[src/rtl/usr_pkg.sv]
// Shared definitions for the usr serial blocks: transmitter FSM states and
// the bit-order encodings used on the dir input.
package usr_pkg;

    typedef enum logic [1:0] {
        ST_IDLE  = 2'd0,
        ST_SHIFT = 2'd1,
        ST_DONE  = 2'd2
    } tx_state_t;

    localparam logic DIR_MSB_FIRST = 1'b0;
    localparam logic DIR_LSB_FIRST = 1'b1;

endpackage

[src/rtl/usr_ser_tx.sv]
// Parallel-to-serial transmitter: accepts a WIDTH-bit word on load&ready and
// emits it one bit per cycle, MSB-first or LSB-first, then pulses done.
module usr_ser_tx
    import usr_pkg::*;
#(
    parameter int WIDTH = 4
) (
    input  logic             clk,
    input  logic             clear,
    input  logic [WIDTH-1:0] pin,
    input  logic             load,
    input  logic             dir,
    output logic             ready,
    output logic             sout,
    output logic             sout_valid,
    output logic             busy,
    output logic             done
);

    localparam int CNT_W = (WIDTH > 1) ? $clog2(WIDTH) : 1;
    localparam logic [CNT_W-1:0] CNT_LAST = CNT_W'(WIDTH - 1);

    tx_state_t        state_q, state_d;
    logic [WIDTH-1:0] shreg_q, shreg_d;
    logic [CNT_W-1:0] cnt_q, cnt_d;
    logic             dir_q, dir_d;

    always_comb begin
        state_d = state_q;
        shreg_d = shreg_q;
        cnt_d   = cnt_q;
        dir_d   = dir_q;
        case (state_q)
            ST_IDLE: begin
                if (load) begin
                    shreg_d = pin;
                    dir_d   = dir;
                    cnt_d   = CNT_LAST;
                    state_d = ST_SHIFT;
                end
            end
            ST_SHIFT: begin
                // Shift toward the output end so the next bit lands in the tap
                if (dir_q == DIR_LSB_FIRST) begin
                    shreg_d = shreg_q >> 1;
                end else begin
                    shreg_d = shreg_q << 1;
                end
                if (cnt_q == '0) begin
                    state_d = ST_DONE;
                end else begin
                    cnt_d = cnt_q - CNT_W'(1);
                end
            end
            ST_DONE: begin
                state_d = ST_IDLE;
            end
            default: begin
                state_d = ST_IDLE;
            end
        endcase
    end

    always_comb begin
        ready      = 1'b0;
        busy       = 1'b0;
        sout_valid = 1'b0;
        sout       = 1'b0;
        done       = 1'b0;
        case (state_q)
            ST_IDLE: begin
                ready = 1'b1;
            end
            ST_SHIFT: begin
                busy       = 1'b1;
                sout_valid = 1'b1;
                sout       = (dir_q == DIR_LSB_FIRST) ? shreg_q[0] : shreg_q[WIDTH-1];
            end
            ST_DONE: begin
                done = 1'b1;
            end
            default: begin
                ready = 1'b0;
            end
        endcase
    end

    always_ff @(posedge clk) begin
        if (clear) begin
            state_q <= ST_IDLE;
            shreg_q <= '0;
            cnt_q   <= '0;
            dir_q   <= DIR_MSB_FIRST;
        end else begin
            state_q <= state_d;
            shreg_q <= shreg_d;
            cnt_q   <= cnt_d;
            dir_q   <= dir_d;
        end
    end

endmodule

[config.mk]
export PLATFORM = sky130hd
export DESIGN_NAME = usr_ser_tx
export DESIGN_NICKNAME = d
export VERILOG_FILES = /design/src/rtl/usr_pkg.sv /design/src/rtl/usr_ser_tx.sv
export SDC_FILE = /design/constraint.sdc
export NUM_CORES = 1
export LEC_CHECK = 0
export BUFFER_PORTS_ARGS = -buffer_cell sky130_fd_sc_hd__buf_4
export CAP_MARGIN = 20
export CORE_AREA = 4 4 41 43
export DETAILED_ROUTE_END_ITERATION = 7
export DIE_AREA = 0 0 45 47
export GPL_TIMING_DRIVEN = 0
export PLACE_DENSITY = 0.64
export SYNTH_ARGS = -nofsm -noshare
export SYNTH_HDL_FRONTEND = slang
export SYNTH_SLANG_ARGS = --single-unit
[constraint.sdc]
create_clock -name clk -period 1.4 [get_ports clk]
set_input_delay 0.21 -clock clk [delete_from_list [all_inputs] [get_ports clk]]
set_output_delay 0.21 -clock clk [all_outputs]
set_load 0.03 [all_outputs]
==> impl_results.md <==
- Power, Total: 714 µW
- WL per Instance: 12.7 µm
- Synth Instances: 56
- CTS Buf Count: 3
- Total I/O pin count: 13
- CTS tree: yes
- Largest net degree at the start of global routing: 11
- Placer Congestion: 0.751
- Nets: 84
- Syn_nets: 65
- Status: finished, final reports clean
- Htree depth: 1
- Initial DRT Pass Iterations: 4
- Routed vias/inst: 5.25
- Final hold vios: 0
- Clk_lat worst skew: 0.26 ns
- CP required: 1.19 ns
- Crit path DAT: 1.12 ns
- Routed wire length: 1130 µm
- Critical path endpoint category: primary output
- Max Freq: 0.753 GHz
- Detailed Place HPWL: 838 µm
- Initial antenna violation count: 0
- Crit path max fanout: 6
- YS warnings: 0
- RSZ-0062 raised after global routing: no
- First-pass GRT wire length: 1880 µm
- Worst hold path class: in -> reg
- Layout cells sized above 1: 36.5%
- Cell family with most CP delay: flip-flops
- Die area: 2120 µm²
- Max stage delay on crit path: 0.37 ns
- Clk_skew: 0.00337 ns
- Synthesis-stage register bit count: 9
- # setup viols final: 0
- Worst slew pin tran: 0.299 ns
- Leak pwr: 0.283 nW
- Pwr Density: 1080 nW/µm²
- Critical Path, Cell by Cell: nand2b_4 -> inv_2 -> buf_4 -> buf_4
- Slew HR: 80.1%
- Longest Clk Path Bufs: 2
- Syn_area_per_cell: 8.87 µm²
- WHS Path Cells: 2
- Total vias in the final route: 467
- CTS Hold Buffers Added: 0
- Antenna fix cells: 0
- Max-cap violations: 0
- Min Tclk post-route: 1.33 ns
- VDD IR max: 0.581 mV
- Die width: 45 µm
- Vias in the first global route: 419
- Syn-to-layout area delta: 32.5%
- Die Y: 47 µm
- Mapped cell area: 497 µm²
- GRT overflow: 0
- Netlist cell types: 26
- Post-DRT Antenna Nets: 0
- # clock sinks: 9
- Final TNS setup: 0 ns
- R2R cell count: 5
- Buffers on Ports: 12
- Starting Density: 38.2%
- DRC violations left: 0
- Most used cell, CP: buf_4
- GR Util All Layers: 12.6%
- # rows: 13
- Clock slew at reported path FFs: 0.06 ns
- Core Footprint: 1300 µm²
- Seq/Total Area, Yosys: 36.3%
- Final period util: 94.8%
- Slew Viols, Final: 0
- Clock tree root buffer cell: clkbuf_4
- Bufs and invs on worst path: 3
- Cell Area, Placed: 606 µm²
- Core Util, Final: 50.6%
- DRT iter0 DRCs: 10
- Setup CP Type: reg -> out
- Crit path depth: 4
- Placed cells: 83
- Cell area after layout: 658 µm²
- Crit-path slowest cell: dfxtp_4
- Startpoint types: flop
- Non-Filler Instances: 89
-- power breakdown --
| part | internal [mW] | switching (mW) |
|---|---|---|
| sequential | 0.284 | 0.0240 |
| combinational | 0.0984 | 0.104 |
| clock | 0.110 | 0.0941 |
| total | 0.492 | 0.222 |
-- layer usage --
metal | routed length, µm | global-route usage [%] | vias to the layer above | part of all wire (%)
met3 | 89 | 6.90 | 0 | 7.9
met1 | 497 | 15.4 | 211 | 44
li1 | - | - | 240 | -
met2 | 542 | 19.2 | 16 | 48
met5 | 0 | 0 | - | 0
met4 | 0 | 3.51 | 0 | 0
-- cells in the final DEF (no fill, tap or decap), types with 2 or more instances in the layout --
master,Yosys,final
nor2b_1,6,6
inv_1,4,4
dfxtp_2,0,2
buf_4,2,16
dfxtp_1,9,6
o2111ai_1,2,2
o21ai_1,3,3
o21ai_0,2,2
a211oi_1,3,3
o221a_1,2,2
nand3_1,4,4
nor2_1,3,3
nor3b_1,2,2
clkbuf_4,0,3
-- what timing repair did --
action / 4_1_cts / 5_1_grt
setup buffers: 0 / 2
setup endpoints to repair: 4 / 4
resized for setup: 2 / 3
-- path summary, 6_finish.rpt --
| path | start | to | slack, ns |
|---|---|---|---|
| worst max-delay path | state_q[1]$_SDFFE_PP0P_ | sout_valid | 0.07 |
| worst min-delay path | clear | dir_q$_SDFFE_PP0P_ | 0.14 |
| worst max register to register | cnt_q[0]$_SDFFE_PP0P_ | cnt_q[1]$_SDFFE_PP0P_ | 0.23 |
| worst min register to register | cnt_q[1]$_SDFFE_PP0P_ | cnt_q[1]$_SDFFE_PP0P_ | 0.47 |
-- layout make-up --
| class | instances | area (µm²) |
|---|---|---|
| Timing Repair Buffer | 14 | 105 |
| Sequential cell | 9 | 186 |
| Fill cell | 129 | 643 |
| Tap cell | 15 | 18.8 |
| Buffer | 2 | 15.0 |
| Clock buffer | 4 | 26.3 |
| Inverter | 5 | 18.8 |
| Multi-Input combinational cell | 40 | 288 |
-- synthesized netlist by cell type --
| library cell | instances | area, µm² |
|---|---|---|
| a211oi_1 | 3 | 22.5 |
| a21bo_1 | 1 | 10.0 |
| a21o_1 | 1 | 7.51 |
| a21oi_1 | 1 | 5.00 |
| a221oi_2 | 1 | 15.0 |
| and2_4 | 1 | 8.76 |
| and3_1 | 1 | 6.26 |
| buf_4 | 2 | 15.0 |
| dfxtp_1 | 9 | 180 |
| ha_1 | 1 | 12.5 |
| inv_1 | 4 | 15.0 |
| inv_2 | 1 | 3.75 |
| mux2i_1 | 1 | 10.0 |
| nand2b_2 | 1 | 8.76 |
| nand3_1 | 4 | 20.0 |
| nand3b_1 | 1 | 7.51 |
| nor2_1 | 3 | 11.3 |
| nor2_2 | 1 | 6.26 |
| nor2b_1 | 6 | 37.5 |
| nor3b_1 | 2 | 15.0 |
| o2111ai_1 | 2 | 17.5 |
| o21ai_0 | 2 | 10.0 |
| o21ai_1 | 3 | 15.0 |
| o21bai_1 | 1 | 7.51 |
| o221a_1 | 2 | 22.5 |
| or2_1 | 1 | 6.26 |
-- metrics by stage --
step | setup slack, ns | hold slack, ns
3_3_place_gp | 0.178 | 0.415
6_report | 0.0729 | 0.136
2_1_floorplan | 0.202 | 0.276
3_5_place_dp | 0.184 | 0.419
4_1_cts | 0.00914 | 0.135
5_1_grt | 0.0157 | 0.124
-- registers in the layout, summed over array words and instances, names as in the netlist --
register,cells
shreg_q,4
dir_q,1
state_q,2
cnt_q,2
-- logic make-up (layout without fill, tap and decap cells) --
kind of cell | after synthesis | in the layout | synth area share [%]
AOI/OAI and AO/OA | 17 | 17 | 26.7
adders and majority gates | 1 | 1 | 2.52
buffers and inverters | 7 | 25 | 6.80
DFF | 9 | 9 | 36.3
muxes | 1 | 1 | 2.02
and+or+nand+nor | 21 | 21 | 25.7
No activity file was read; power rests on OpenSTA's default activity.
